**src/rtl/addsub_acc_ctrl_pkg.sv**
```systemverilog
// Shared opcode and FSM state encodings for the accumulator controller
// that drives the external ripple adder/subtractor.
package addsub_acc_ctrl_pkg;

   typedef enum logic [1:0] {
      OP_CLR  = 2'b00,
      OP_LOAD = 2'b01,
      OP_ADD  = 2'b10,
      OP_SUB  = 2'b11
   } op_e;

   typedef enum logic [1:0] {
      ST_IDLE = 2'b00,
      ST_EXEC = 2'b01,
      ST_DONE = 2'b10
   } state_e;

   // ADD and SUB are the only opcodes that go through the adder.
   function automatic logic is_arith(op_e op);
      return (op == OP_ADD) || (op == OP_SUB);
   endfunction

endpackage

```
**src/rtl/addsub_acc_ctrl_if.sv**
```systemverilog
// Request/response handshake bundle between an upstream client and the
// accumulator controller. The client holds the master modport.
interface addsub_acc_ctrl_if #(
   parameter int WIDTH = 4
);
   import addsub_acc_ctrl_pkg::*;

   logic             in_valid;
   logic             in_ready;
   op_e              op;
   logic [WIDTH-1:0] d;
   logic             out_valid;
   logic             out_ready;

   modport master (
      output in_valid, op, d, out_ready,
      input  in_ready, out_valid
   );

   modport slave (
      input  in_valid, op, d, out_ready,
      output in_ready, out_valid
   );

endinterface

```
**src/rtl/addsub_acc_ctrl_sat_unit.sv**
```systemverilog
// Next-accumulator selection from the adder result. With ADDSUB_SATURATE_EN
// defined, a signed overflow clamps to the extreme value; otherwise S wraps.
module addsub_sat_unit #(
   parameter int WIDTH = 4
) (
   input  logic [WIDTH-1:0] s,
   input  logic             v,
   output logic [WIDTH-1:0] acc_next
);

`ifdef ADDSUB_SATURATE_EN
   // On overflow the sign of S is inverted from the true result, so a
   // negative-looking S means the real answer overflowed positive.
   always_comb begin
      acc_next = s;
      if (v) begin
         acc_next = s[WIDTH-1] ? {1'b0, {(WIDTH-1){1'b1}}}
                               : {1'b1, {(WIDTH-1){1'b0}}};
      end
   end
`else
   logic unused_v;
   assign unused_v = v;
   assign acc_next = s;
`endif

endmodule

```
**src/rtl/addsub_acc_ctrl.sv**
```systemverilog
// Accumulator controller: accepts CLR/LOAD/ADD/SUB requests, drives the
// external adder, captures S/C/V. Optional saturation via ADDSUB_SATURATE_EN.
module addsub_acc_ctrl
   import addsub_acc_ctrl_pkg::*;
#(
   parameter int WIDTH = 4,
   parameter int CNT_W = 8
) (
   input  logic               clk,
   input  logic               rst_n,
   addsub_acc_ctrl_if.slave   bus,
   output logic [WIDTH-1:0]   a,
   output logic [WIDTH-1:0]   b,
   output logic               m,
   output logic               c0,
   input  logic [WIDTH-1:0]   s,
   input  logic               c,
   input  logic               v,
   output logic [WIDTH-1:0]   acc,
   output logic               carry_flag,
   output logic               ovf_flag,
   output logic               ovf_sticky,
   output logic [CNT_W-1:0]   op_count
);

   state_e           state_q, state_d;
   logic [WIDTH-1:0] acc_q, b_q, acc_exec;
   logic             m_q, carry_q, ovf_q, sticky_q;
   logic [CNT_W-1:0] cnt_q;
   logic             accept, exec_end;

   addsub_sat_unit #(.WIDTH(WIDTH)) u_sat (
      .s        (s),
      .v        (v),
      .acc_next (acc_exec)
   );

   // NOTE: every output of this block gets a default before the case so no
   // path leaves a signal unassigned and no latch is inferred.
   always_comb begin
      state_d       = state_q;
      accept        = 1'b0;
      exec_end      = 1'b0;
      bus.in_ready  = 1'b0;
      bus.out_valid = 1'b0;
      case (state_q)
         ST_IDLE: begin
            // The state register already reads IDLE during reset, so ready
            // is masked explicitly to stay low until reset releases.
            bus.in_ready = rst_n;
            if (bus.in_valid) begin
               accept  = 1'b1;
               state_d = is_arith(bus.op) ? ST_EXEC : ST_DONE;
            end
         end
         ST_EXEC: begin
            exec_end = 1'b1;
            state_d  = ST_DONE;
         end
         ST_DONE: begin
            bus.out_valid = 1'b1;
            if (bus.out_ready) state_d = ST_IDLE;
         end
         default: state_d = ST_IDLE;
      endcase
   end

   // NOTE: state is updated with non-blocking assignments so every register
   // samples the pre-edge values of its neighbours.
   always_ff @(posedge clk or negedge rst_n) begin
      if (!rst_n) begin
         state_q  <= ST_IDLE;
         acc_q    <= '0;
         b_q      <= '0;
         m_q      <= 1'b0;
         carry_q  <= 1'b0;
         ovf_q    <= 1'b0;
         sticky_q <= 1'b0;
         cnt_q    <= '0;
      end else begin
         state_q <= state_d;
         if (accept) begin
            b_q <= bus.d;
            m_q <= (bus.op == OP_SUB);
            case (bus.op)
               OP_CLR: begin
                  acc_q    <= '0;
                  carry_q  <= 1'b0;
                  ovf_q    <= 1'b0;
                  sticky_q <= 1'b0;
               end
               OP_LOAD: acc_q <= bus.d;
               default: ;
            endcase
         end
         // The adder has had the whole EXEC cycle to settle on ACC and B.
         if (exec_end) begin
            acc_q    <= acc_exec;
            carry_q  <= c;
            ovf_q    <= v;
            sticky_q <= sticky_q | v;
            cnt_q    <= cnt_q + CNT_W'(1);
         end
      end
   end

   assign a          = acc_q;
   assign b          = b_q;
   assign m          = m_q;
   assign c0         = m_q;
   assign acc        = acc_q;
   assign carry_flag = carry_q;
   assign ovf_flag   = ovf_q;
   assign ovf_sticky = sticky_q;
   assign op_count   = cnt_q;

endmodule

```
**src/flat_wrapper.sv**
```systemverilog
// flat-port wrapper written by rule: the top's interface ports become plain ports
module addsub_acc_ctrl_flat import addsub_acc_ctrl_pkg::*;
#(
   parameter int WIDTH = 4,
   parameter int CNT_W = 8
)
  (clk, rst_n, a, b, m, c0, s, c, v, acc, carry_flag, ovf_flag, ovf_sticky, op_count, bus_in_valid, bus_op, bus_d, bus_out_ready, bus_in_ready, bus_out_valid);
  addsub_acc_ctrl_if #(.WIDTH(WIDTH)) bus_i ();
  input  logic clk;
  input  logic rst_n;
  output logic [WIDTH-1:0] a;
  output logic [WIDTH-1:0] b;
  output logic m;
  output logic c0;
  input  logic [WIDTH-1:0] s;
  input  logic c;
  input  logic v;
  output logic [WIDTH-1:0] acc;
  output logic carry_flag;
  output logic ovf_flag;
  output logic ovf_sticky;
  output logic [CNT_W-1:0] op_count;
  input wire logic [$bits(bus_i.in_valid)-1:0] bus_in_valid;
  input wire logic [$bits(bus_i.op)-1:0] bus_op;
  input wire logic [$bits(bus_i.d)-1:0] bus_d;
  input wire logic [$bits(bus_i.out_ready)-1:0] bus_out_ready;
  output wire logic [$bits(bus_i.in_ready)-1:0] bus_in_ready;
  output wire logic [$bits(bus_i.out_valid)-1:0] bus_out_valid;
  assign bus_i.in_valid = bus_in_valid;
  assign bus_i.op = bus_op;
  assign bus_i.d = bus_d;
  assign bus_i.out_ready = bus_out_ready;
  assign bus_in_ready = bus_i.in_ready;
  assign bus_out_valid = bus_i.out_valid;
  addsub_acc_ctrl #(.WIDTH(WIDTH), .CNT_W(CNT_W)) u_core (.clk(clk), .rst_n(rst_n), .bus(bus_i), .a(a), .b(b), .m(m), .c0(c0), .s(s), .c(c), .v(v), .acc(acc), .carry_flag(carry_flag), .ovf_flag(ovf_flag), .ovf_sticky(ovf_sticky), .op_count(op_count));
endmodule
```
**config.mk**
```make
export PLATFORM = sky130hd
export DESIGN_NAME = addsub_acc_ctrl_flat
export DESIGN_NICKNAME = d
export VERILOG_FILES = /design/src/rtl/addsub_acc_ctrl_pkg.sv /design/src/rtl/addsub_acc_ctrl_if.sv /design/src/rtl/addsub_acc_ctrl_sat_unit.sv /design/src/rtl/addsub_acc_ctrl.sv /design/src/flat_wrapper.sv
export SDC_FILE = /design/constraint.sdc
export NUM_CORES = 1
export LEC_CHECK = 0
export CORE_MARGIN = 8
export CORE_UTILIZATION = 37
export CTS_CLUSTER_SIZE = 12
export DETAILED_ROUTE_END_ITERATION = 16
export PLACE_DENSITY = 0.74
export SETUP_SLACK_MARGIN = 0.1
export SYNTH_ARGS = -nofsm -noshare
export SYNTH_HDL_FRONTEND = slang
export SYNTH_SLANG_ARGS = --single-unit
```
**constraint.sdc**
```tcl
create_clock -name clk -period 1.45 [get_ports clk]
set_input_delay 0.29 -clock clk [delete_from_list [all_inputs] [get_ports clk]]
set_output_delay 0.29 -clock clk [all_outputs]
set_load 0.01 [all_outputs]
```
# --- After elaboration in Yosys (flattened, before gate mapping) ---
# Cells that the tools add are included.
totals:
  input_bits: 16
  word_cells: 43
  register_bits: 22
  output_inout_bits: 27
classes:
  bitwise_logic: 1
  add_sub_neg: 1
  eq_ne: 7
  reduce_logical: 9
  n_mux: 17
op_table:
  columns: ["cell", "count"]
  rows:
  - ["$mux W1", 10]
  - ["$add A8 B1 Y8 const B", 1]
  - ["$mux W4", 2]
  - ["$pmux W4 S2", 1]
  - ["$eq A2 B2 Y1 const B", 3]
  - ["$mux W2", 3]
  - ["$pmux W2 S3", 1]
  - ["$reduce_and A2 Y1", 3]
  - ["$eq A2 B1 Y1 const B", 2]
  - ["$logic_not A2 Y1", 2]
  - ["$ne A2 B2 Y1 const B", 2]
  - ["$reduce_bool A2 Y1", 2]
  - ["$reduce_bool A3 Y1", 1]
  - ["$logic_or A1 B1 Y1", 1]
  - ["$or A1 B1 Y1", 1]

# --- Longest topological paths before layout ---
# Gate-level depths: netlist of run 1.
logic_depth:
  ltp_word: 5
  ltp_mapped: 5
  depth_no_buf: 3

# --- Modules after synthesis ---
# A second synthesis of run 1 with hierarchy kept.
hier_totals:
  hier_cells: 90
  hier_area_um2: 1053.5
modules_own_cells:
  columns: ["module", "cells_each", "instances", "area_each_um2", "seq_area_each_um2"]
  rows:
  - ["addsub_acc_ctrl", 86, 1, 1023.5, 550.5]
  - ["addsub_sat_unit", 4, 1, 30.0, 0.0]

# --- Worst setup path after synthesis of run 1 ---
# Ideal clock, no wire load.
synth_timing:
  kind: "reg2reg"
  startpoint: "register u_core.state_q[0]"
  endpoint: "register u_core.b_q[0] (netlist: u_core.b[0])"
  t_arrival_ns: 1.259
  period_less_slack_ns: 1.384
  setup_ns: 0.125
  n_path_buf: 2
  required_time_ns: 1.325
  slack_ns: 0.066
  stages_incl_launch_ff: 5
  cell_sequence: "dfrtp_1 -> buf_6 -> or3b_1 -> buf_6 -> mux2_4"
synth_between:
  elab_chain_cells: 2
synth_lines:
  columns: ["item", "line", "rtl"]
  rows:
  - ["start, declared", "addsub_acc_ctrl.sv:26", "state_e state_q, state_d;"]
  - ["start signal, assigned", "addsub_acc_ctrl.sv:81", "state_q <= state_d;"]
  - ["$logic_not A2 Y1", "addsub_acc_ctrl.sv:46", "case (state_q)"]
  - ["$mux W1", "addsub_acc_ctrl.sv:46", null]
  - ["end signal, assigned", "addsub_acc_ctrl.sv:83", "b_q <= bus.d;"]
  - ["end, declared", "addsub_acc_ctrl.sv:27", "logic [WIDTH-1:0] acc_q, b_q, acc_exec;"]
# Every way passes these cells.
# A chain may end at the register's enable or synchronous reset.

# --- Worst setup path after layout of run 1 ---
layout_timing:
  startpoint: "input port rst_n"
  endpoint: "output port bus_in_ready"
layout_between:
  elab_chain_cells: 1
layout_lines:
  columns: ["item", "line", "rtl"]
  rows:
  - ["start, declared", "flat_wrapper.sv:10", "input logic rst_n;"]
  - ["$mux W1", "addsub_acc_ctrl.sv:46", null]
  - ["end, declared", "flat_wrapper.sv:27", "output wire logic [$bits(bus_i.in_ready)-1:0] bus_in_ready;"]
# Every way passes these cells.

==> run summary, run 1 <==
Once layout is complete, the cells apart from fillers number 179. The placed cell count is 162. The dominant delay contributor by cell family on the critical path is buffers and inverters. The die is 68.9 um tall. The number of distinct library cell variants in the gate-level netlist after synthesis is 27. Clock skew on the completed layout was measured at 0.00686 ns. STA classifies the critical path endpoint as an output pin.

Global routing used 13.1% of the available tracks across all layers. The number of instances in the synthesized netlist is 88. The site row count is 19. TritonCTS built the clock tree. The least setup slack across all paths after layout is -0.00322 ns.

At the pin with the least slew margin, the transition time is 0.294 ns. The residual overflow from global routing came out at 0. Counting instances in the post-synthesis netlist gives the leading cell types as sky130_fd_sc_hd__dfrtp_1, sky130_fd_sc_hd__nand2_1, sky130_fd_sc_hd__buf_4. The mean instance size in the synthesized netlist is 11.7 um^2. The number of fill cells is 245. The signal on the critical path passes through clkdlybuf4s50_1 > nor3b_1 > buf_2. The data arrival time of the critical path came out at 1.16 ns. In this run the worst hold path is classified as input port to async pin.

The register area is 553 um^2. The final clock period utilization by the worst path came out at 100%. The number of buffers created by CTS came out at 3. The share of synthesized flip-flops with an asynchronous set or reset is 100%. Among all cell types in the netlist, the one instantiated most often is sky130_fd_sc_hd__dfrtp_1. The post-route worst hold slack is 0.386 ns. The fraction of layout cells with a size suffix above 1 came out at 33.8%. For the finished layout, the period the worst path requires is 1.45 ns.

The count of warnings emitted by yosys came out at 0. The first global-routing pass estimated 4710 um of wire. The clock input transition at the sequential cells of the worst setup and hold paths came out at 0.12 ns. CTS built an H-tree with a depth of 1.

The register area share after synthesis is 53.3%. The largest incremental delay on the critical path came out at 0.50 ns. The number of nets in the synthesized netlist came out at 105. After synthesis, the cell types taking the most area are sky130_fd_sc_hd__dfrtp_1, sky130_fd_sc_hd__mux2_4, sky130_fd_sc_hd__mux2_2. The count of maximum capacitance violations is 0. The summed instance area of the synthesized netlist came out at 1030 um^2.

The remaining design rule violation count is 0. In the final design database the tool counted 167 nets. The detailed-routing iteration count for the pre-antenna-repair pass is 4.

Setup repair after global routing could not meet its margin everywhere. The total power is 2.16 mW. The relative slew slack is 80.3%. The clock reaches the later pin of the worst-skew pair after 0.30 ns. The count of flip-flops with a built-in enable after synthesis came out at 0. The diode insertion count for antenna repair came out at 0. The routed layout has 883 vias. The number of register bits inferred by synthesis is 22. For this design, the CTS-stage hold fixing added 0 buffers. The maximum clock path buffer count came out at 2.

The initial antenna violation count was 0. The most used flip-flop cell after synthesis is sky130_fd_sc_hd__dfrtp_1. The area of combinational cells with multiple inputs is 484 um^2. Dividing the detail-routed via count by the number of cells gives 4.93.

The count of pins over their slew limit came to 0. The total area inside the core boundary comes to 2710 um^2. Summed over all layers, the routed wires come to 2830 um.

The biggest area contributor in the post-synthesis netlist is sky130_fd_sc_hd__dfrtp_1. The critical path class is input port to output pin. The count of input and output buffers came out at 42. The count of nets left with antenna violations after detail routing is 0. In this run the clock root is driven by a sky130_fd_sc_hd__clkbuf_4.

The maximum vdd drop came out at 990 uV. The power density over the cells is 1270 nW/um^2. The maximum frequency from static timing analysis came out at 688 MHz.

Of all nets on the critical path, the largest fanout is 2. The initial core utilization came out at 38.1%. The clock sink total is 22. The final reports fail on negative setup slack. The kind of launch point of the worst setup path is an input port.

The slowest stage of the critical path is the sky130_fd_sc_hd__clkdlybuf4s50_1 cell. After synthesis, the largest area contributor takes up 53.3% of total cell area. The run finished, with violations left. The growth of design area from synthesis to finish came out at 64.2%.

Detailed placement finished with a half-perimeter wire length of 2040 um. The die outline width is 68.9 um. The congestion estimate from routability-driven global placement came to 0.780. The number of global-route vias before repair came to 1009. The count of final hold-check violations came out at 0.

Setup violations remaining at the end of the flow were counted as 5. The number of I/O pins is 43. Cells fill 62.6% of the core in the end. The routed wire length per instance is 15.8 um. The endpoint required time on the critical path is 1.16 ns. Summed over all cells, the static leakage comes to 0.887 nW. At the placement stage, the worst setup path has a slack of -0.392 ns.

The worst path buffer plus inverter count is 2. The die area is 4740 um^2. The largest net degree at the start of global routing is 23.

The detailed router finished its first iteration with 48 violations.
==> cell families after synthesis <==
family | after synthesis | share of synthesized area, %
multiplexers | 8 | 10.2
AND/OR/NAND/NOR | 29 | 14.6
flip-flops | 22 | 53.3
buffers and inverters | 11 | 7.38
XOR/XNOR | 7 | 5.93
AO/OA/AOI/OAI | 10 | 7.38
adder cells (fa/ha/maj) | 1 | 1.21
==> registers in the layout, indices dropped and copies added (netlist names) <==
register,cells
u_core.b,4
u_core.ovf_sticky,1
u_core.a,4
u_core.op_count,8
u_core.carry_flag,1
u_core.state_q,2
u_core.ovf_flag,1
u_core.c0,1
==> per-layer routing <==
metal | track usage, % | part of all wire [%] | vias up
li1 | - | - | 420
met1 | 14.6 | 40 | 425
met2 | 21.3 | 46 | 36
met3 | 6.14 | 13 | 2
met4 | 5.26 | 0.74 | 0
met5 | 0 | 0 | -
==> layout make-up <==
class	count	share of cell area, %
Multi-Input combinational cell	55	28.5
Sequential cell	22	32.6
Tap cell	31	2.29
Inverter	3	0.664
Timing Repair Buffer	65	34.6
Clock buffer	3	1.33
==> per-stage QoR <==
stage | area [um^2] | TNS, ns
after CTS | 1640 | -0.00634
after floorplan | 1030 | 0
after global routing | 1700 | -0.305
after global placement | 1500 | -3.56
after detailed placement | 1500 | -3.96
final | 1700 | -0.0118
==> layout by cell type (no fill, tap or decap), drive strengths merged <==
cell type / Yosys / layout
buf: 8 / 25
dfrtp: 22 / 22
dlygate4sd2: 0 / 20
clkdlybuf4s50: 0 / 15
nand2: 11 / 11
mux2: 8 / 8
clkdlybuf4s15: 0 / 5
xnor2: 4 / 4
a32o: 4 / 4
nor3: 3 / 3
o21ai: 3 / 3
nand4: 3 / 3
xor2: 3 / 3
clkbuf: 0 / 3
inv: 3 / 3
nor2: 3 / 3
nor2b: 2 / 2
nand2b: 2 / 2
a21oi: 2 / 2
nor3b: 1 / 1
and2b: 1 / 1
or3b: 1 / 1
a21o: 1 / 1
nand3: 1 / 1
and3: 1 / 1
ha: 1 / 1
==> power by group <==
group	total (mW)	switching, mW	internal (mW)	leakage (nW)
registers	0.873	0.0990	0.774	0.280
logic	1.01	0.441	0.571	0.593
clock network	0.274	0.177	0.0968	0.0138
total	2.16	0.718	1.44	0.887
==> final timing paths <==
kind | cells after the start | start | slack (ns) | end
max | 3 | rst_n | -0.003 | bus_in_ready
min | 2 | rst_n | 0.39 | u_core.op_count[2]
max reg2reg | 3 | u_core.state_q[0] | -0.003 | u_core.b[3]
min reg2reg | 1 | u_core.op_count[7] | 0.47 | u_core.op_count[7]
max in group asynchronous | 2 | rst_n | 0.82 | u_core.state_q[1]
min in group clk | 1 | u_core.op_count[7] | 0.47 | u_core.op_count[7]
==> worst reg2reg max path: stages, from the launching register on <==
cell and delay (ns):
sky130_fd_sc_hd__dfrtp_2 0.46, sky130_fd_sc_hd__buf_6 0.13, sky130_fd_sc_hd__or3b_4 0.44, sky130_fd_sc_hd__mux2_4 0.32
==> timing repair <==
item,4_1_cts,5_1_grt
buffers inserted,12,3
setup endpoints to repair,41,26
pin swaps,3,8
gates resized for setup,57,14
No activity file was read; power rests on OpenSTA's default activity.
==> run 2: changes to the inputs <==
--- a/config.mk
+++ b/config.mk
@@ -5,6 +5,7 @@
 export SDC_FILE = /design/constraint.sdc
 export NUM_CORES = 1
 export LEC_CHECK = 0
+export CORE_ASPECT_RATIO = 0.7
 export CORE_MARGIN = 8
 export CORE_UTILIZATION = 37
 export CTS_CLUSTER_SIZE = 12
==> run 2 against run 1 <==
- the flow now finishes without violations
- power grew 11%
- clock skew rose by 0.0023 ns
- core utilization down 0.98 points
- register-to-register slack improved by 0.06 ns
- first-iteration DRC count is 35% lower
- sequential cell count did not move
- largest cell class is now flip-flops and latches
==> run summary, run 2 (synthesized netlist as in run 1, its figures left out) <==
The largest net degree at the start of global routing came out at 23. The most frequent standard cell in the layout excluding fill and tap cells is sky130_fd_sc_hd__dlygate4sd2_1. Data on the critical path arrives at its endpoint at 1.54 ns.

Setup repair after global routing could not meet its margin everywhere. In the global route stage, met2 resource usage came out at 22.8%. Leaving out fill and tap cells, the most frequent cells in the layout are sky130_fd_sc_hd__dlygate4sd2_1, sky130_fd_sc_hd__dfrtp_1, sky130_fd_sc_hd__clkdlybuf4s50_1, sky130_fd_sc_hd__buf_4, sky130_fd_sc_hd__nand2_1. The startpoint identified for the worst register-to-register timing path is u_core.state_q[1]. Global routing consumed, on the met1 layer, 13.9% of the routing resources.

For the final routed database, the setup TNS stands at 0 ns. The register area came out at 552 um^2. In this run the static leakage power is 0.892 nW. The number of buffers and inverters on the critical path is 1. The clock sink total came out at 22. The number of fill cells is 237. The dominant delay contributor by cell family on the critical path is simple AND/OR/NAND/NOR gates. The worst setup timing slack at the placement stage is -0.412 ns. The master of the slowest instance on the critical path is sky130_fd_sc_hd__or3b_4. The die area is 4770 um^2. The worst-case register-to-register setup slack is 0.06 ns. The non-filler instance count after layout came out at 179.

In this run, CTS created clock tree buffers numbering 3. The maximum frequency from static timing analysis came out at 717 MHz. Once the floorplan was initialized, standard cells occupied 38.0% of the core. The worst setup path is captured at a flip-flop. The clock input transition at the sequential cells of the worst setup and hold paths came out at 0.08 ns. The number of I/O pins is 43. The number of cells on the worst reg-to-reg path is 3.

The clock passes through at most 2 buffers. The worst reg2reg path endpoint is u_core.b[0]. The slew at the pin with the worst max-slew slack came out at 0.361 ns. The signal on the critical path passes through buf_6 > or3b_4 > mux2_4. The aggregate routed wire length is 2940 um. The most used routing layer is met2.

Summing all multi-input logic gate instances after layout gives 475 um^2. The detailed-routing iteration count for the pre-antenna-repair pass came out at 6. The net total in the final layout is 161. Across the run, the number of max-cap violations was 0. The site row count came out at 16. Dividing the final minimum period by the clock period gives 96.2%.

The relative slew slack came out at 75.9%. The first global-routing pass estimated 4730 um of wire. The setup-violating endpoint count in the final report is 0. The worst setup path is launched from a flip-flop. The later pin in the worst-skew pair is clocked with a latency of 0.27 ns.

The fraction of layout cells with a size suffix above 1 came out at 30.1%. The number of global-route vias before repair is 956. In this run, the number of DRC markers left after iteration 0 of detailed routing was 31. The endpoint required time on the critical path is 1.60 ns. The residual overflow from global routing came out at 0. The count of nets left with antenna violations after detail routing came out at 0. The detail-routed via count per cell came out at 4.84. The maximum vdd drop came out at 748 uV. CTS built an H-tree with a depth of 1. The floorplan core area is 2720 um^2. In this run the clock root is driven by a sky130_fd_sc_hd__clkbuf_8.

In the global route stage, met3 resource usage came out at 4.35%. The placed cell count came out at 169. The height of the die came out at 60.2 um. For this design the ratio of total power to cell area is 1430 nW/um^2. The count of final hold-check violations came out at 0. In this run the worst path has a maximum fanout of 6. The classification of the worst-slack hold path is input port to async pin. The flow ran to the end, and the final reports show no timing, DRC or antenna violations. The HPWL after detailed placement came out at 2200 um.

The combined global-route utilization of all metal layers is 12.8%. The routed design could run at a clock period as short as 1.39 ns. The largest incremental delay on the critical path came out at 0.44 ns.

The worst path meets setup with 0.0554 ns of slack. The die outline width is 79.2 um. At the end of routability-driven placement, the weighted congestion stood at 0.789. The initial antenna violation count is 0.

The remaining design rule violation count is 0. The number of antenna diodes in the final layout is 0. The routed wire length per instance came out at 16.4 um. The count of input and output buffers is 42. The via total after detailed routing is 866. The critical path is of the flip-flop to flip-flop type. The number of flip-flops under the largest register name came out at 8.

The area growth from synthesis to layout is 62.3%. The count of pins over their slew limit is 0. The post-route clock skew came out at 0.00913 ns.

TritonCTS built the clock tree.
## run 2: changes by cell type in the layout (fill, tap and decap cells not counted), sizes merged
cell           before  now
dlygate4sd2        20   26
bufinv              0    1
clkdlybuf4s15       5    0
buf                25   19
clkdlybuf4s50      15   13
dlymetal6s2s        0    1
## run 2: per-layer routing
layer,up-vias,wire (um),share of wire [%]
li1,410,-,-
met1,428,1180,40
met2,24,1560,53
met3,4,164,5.6
met4,0,34,1.2
met5,-,0,0
## run 2: worst reg2reg max path: stages (launching register included)
cell and delay (ns):
sky130_fd_sc_hd__dfrtp_1 0.39, sky130_fd_sc_hd__buf_6 0.13, sky130_fd_sc_hd__or3b_4 0.44, sky130_fd_sc_hd__mux2_4 0.32
## run 2: worst max-delay path by stage
stage	end	from	cells after the start
finish	u_core.b[0]	u_core.state_q[1]	3
global route	u_core.carry_flag	u_core.state_q[1]	4
CTS	u_core.ovf_flag	u_core.state_q[1]	4
detailed placement	u_core.ovf_flag	bus_in_valid	4
global placement	bus_in_ready	rst_n	3
floorplan	u_core.b[0]	u_core.state_q[0]	4
## run 2: final cells by class
cell class	instances	area share [%]
Inverter	3	0.671
Sequential cell	22	32.9
Timing Repair Buffer	59	31.2
Clock buffer	3	2.46
Multi-Input combinational cell	55	28.3
Clock inverter	1	1.79
Tap cell	36	2.68
## run 2: timing repair
| action | in CTS | in global routing |
|---|---|---|
| hold buffers | 0 | 0 |
| buffers inserted | 6 | 0 |
| setup endpoints to repair | 44 | 19 |
| pin swaps | 11 | 6 |
| gates resized for setup | 52 | 8 |
## run 2: where the power goes
part           total (mW)  internal (mW)  switching, mW
logic               0.955          0.523          0.432
registers           0.884          0.774          0.110
clock network       0.565          0.369          0.196
total                2.40           1.67          0.738
## run 2: per-stage QoR
stage	hold slack [ns]	utilization [%]	cell area (um^2)	total power, mW
after global placement	0.457	55.7	1520	1.82
after CTS	0.426	60.9	1660	2.41
after floorplan	-0.00559	-	1030	1.33
final	0.0536	61.6	1680	2.40
after global routing	0.0966	61.6	1680	2.55
after detailed placement	0.462	55.7	1520	1.86
==> run 3: changes to the inputs <==
--- a/config.mk
+++ b/config.mk
@@ -5,7 +5,7 @@
 export SDC_FILE = /design/constraint.sdc
 export NUM_CORES = 1
 export LEC_CHECK = 0
-export CORE_ASPECT_RATIO = 0.7
+export CORE_ASPECT_RATIO = 0.9
 export CORE_MARGIN = 8
 export CORE_UTILIZATION = 37
 export CTS_CLUSTER_SIZE = 12
==> run 3 against run 2 <==
- setup slack worse by 0.040 ns
- core utilization up 0.97 points
- non-clock buffer count up 4
- largest cell class is now buffers
- cell count down 1.1%
- combinational power up 7%
- sequential share of layout area down 0.27 points
- clock power down 15%
- critical path type is now input port to flip-flop
- hold slack worse by 0.045 ns
- critical endpoint unchanged
- highest routed layer unchanged
==> run summary, run 3 (synthesized netlist as in run 1, its figures left out) <==
Across the VDD grid, the largest voltage drop is 652 uV. The post-placement cell area is 1500 um^2. The largest single stage delay on the critical path is 0.49 ns. The dominant delay contributor by cell family on the critical path is buffers and inverters. The worst setup path is launched from an input port. After routing, the total negative slack on setup checks comes to 0 ns. The static leakage is 0.883 nW. For this run, the total global-route usage over all layers was measured as 12.9%. The worst setup path is captured at a flip-flop.

In the final layout, the share of cells above drive strength 1 is 31.3%. The number of global-route vias before repair came out at 955. The count of nets left with antenna violations after detail routing is 0. The routability congestion estimate from global placement came out at 0.752.

The repair_antennas step left the layout with diodes totalling 0. The startpoint of the worst setup timing path is bus_in_valid. Traced cell by cell, the critical path runs through clkdlybuf4s50_1 > or3b_4 > buf_6 > mux2_4.

The slew at the pin with the worst max-slew slack came out at 0.278 ns. The routed wire length per instance is 16.8 um. The number of cells on the worst reg-to-reg path came out at 3.

The run finished with clean final reports. In the layout the commonest cells are sky130_fd_sc_hd__dfrtp_1, sky130_fd_sc_hd__buf_4, sky130_fd_sc_hd__dlygate4sd2_1. The slowest stage of the critical path belongs to the cell sky130_fd_sc_hd__clkdlybuf4s50_1.

The site row count came out at 18. The most critical setup path has its endpoint at u_core.b[0]. The register with the most flip-flops in the layout has 8 of them. TritonCTS built the clock tree. The worst path buffer plus inverter count came out at 2. The die is 71.7 um wide. In this run the deepest clock path goes through 2 buffers. For this run, the share of the core covered by cells in the final layout is 62.6%.

Once layout is done, the placed cells without fillers occupy 1690 um^2. The global-route wire length before repair came out at 4800 um. The setup-violating endpoint count in the final report is 0. The clock input transition at the sequential cells of the worst setup and hold paths came out at 0.13 ns.

The relative slew slack is 81.4%. Setup repair after global routing could not meet its margin everywhere. STA puts the critical path data required time at 1.66 ns. The via total after detailed routing is 878.

The clock sink total came out at 22. Counting I/O delays and the setup requirement, the final critical path takes 1.43 ns. For this run, design rule violations remaining after detail routing come to 0. The tool flagged a number of max-cap violations equal to 0. The HPWL after detailed placement is 2040 um. The net total in the final layout is 165. Based on the critical path, the design can be clocked at up to 697 MHz. The clock latency reported for the late side of the worst-skew pair is 0.31 ns. The number of fill cells came out at 210. In this run the critical register-to-register path is captured at u_core.b[0]. The detailed-routing iteration count for the pre-antenna-repair pass came out at 4. In this run the number of cells on the critical path is 4. The die area came out at 4740 um^2.

The data arrival time of the critical path is 1.65 ns. The count of final hold-check violations came to 0. The library cell used most frequently in the layout, excluding fill and tap cells, is sky130_fd_sc_hd__dfrtp_1.

Of all nets on the critical path, the largest fanout is 6. The total power came out at 2.38 mW. The number of H-tree levels is 1. Compared with the post-synthesis result, the final layout area differs by 63.7%. The post-route clock skew is 0.00427 ns.

Dividing the detail-routed via count by the number of cells gives 4.96. Summing all multi-input logic gate instances after layout gives 469 um^2. The worst setup path is of the input port to flip-flop kind.

In this run the tool buffered the top-level ports with 42 buffer cells. For this configuration, the core starts out at a cell density of 38.2%. The floorplan core area came out at 2700 um^2. The register area came out at 552 um^2. The first-iteration detailed-routing DRC count came out at 15. The count of pins over their slew limit is 0. The power density over the cells came out at 1410 nW/um^2. The final clock period utilization by the worst path came out at 98.9%. The worst-case register-to-register setup slack came out at 0.02 ns. The largest net degree at the start of global routing is 23. The number of buffers created by CTS is 3. The startpoint identified for the worst register-to-register timing path is u_core.state_q[1]. The aggregate routed wire length is 2970 um. The worst hold path belongs to the class input port to async pin. From bottom edge to top edge, the die measures 66.1 um.

The number of I/O pins is 43. For this run the aggregate overflow at the end of global routing stands at 0. The cell sitting at the root of the clock tree is a sky130_fd_sc_hd__clkbuf_4. The initial antenna violation count came out at 0.
-- run 3: worst min path at each step --
stage	startpoint	to	slack [ns]	cells after the start
after CTS	rst_n	u_core.ovf_flag	0.38	2
after global routing	rst_n	u_core.carry_flag	0.006	2
after detailed placement	u_core.op_count[7]	u_core.op_count[7]	0.46	1
after global placement	u_core.op_count[7]	u_core.op_count[7]	0.45	1
after floorplan	rst_n	u_core.a[0]	-0.006	0
final	rst_n	u_core.op_count[3]	0.009	2
-- run 3: power by group --
part / internal [mW] / switching [mW]
logic: 0.586 / 0.439
clock network: 0.279 / 0.202
registers: 0.773 / 0.106
-- run 3: timing repair --
action,CTS,global route
endpoints found under the setup margin,39,29
pin swaps,2,6
resized for setup,45,20
buffers inserted,5,6
hold buffers,0,0
cloned,0,0
-- run 3: cell type report --
| cell class | instances | share of cell area, % |
|---|---|---|
| clock buffer | 3 | 1.33 |
| tap | 30 | 2.22 |
| timing repair buffer | 63 | 33.7 |
| inverter | 3 | 0.666 |
| sequential | 22 | 32.6 |
| multi-input combinational | 55 | 27.7 |
| clock inverter | 1 | 1.78 |
-- run 3: metal layers --
layer | vias up | routed length [um] | global-route usage, %
met4 | 0 | 51 | 6.87
li1 | 413 | - | -
met3 | 5 | 189 | 3.03
met5 | - | 0 | 0
met2 | 25 | 1500 | 22.8
met1 | 435 | 1230 | 14.1
-- run 3: metrics by stage --
step,hold WS [ns],std cells,worst slack [ns]
after floorplan,-0.00559,88,0.0661
after global placement,0.454,162,-0.409
after detailed placement,0.463,162,-0.416
after CTS,0.382,171,-0.0110
after global routing,0.00647,177,-0.0166
final,0.00885,177,0.0159
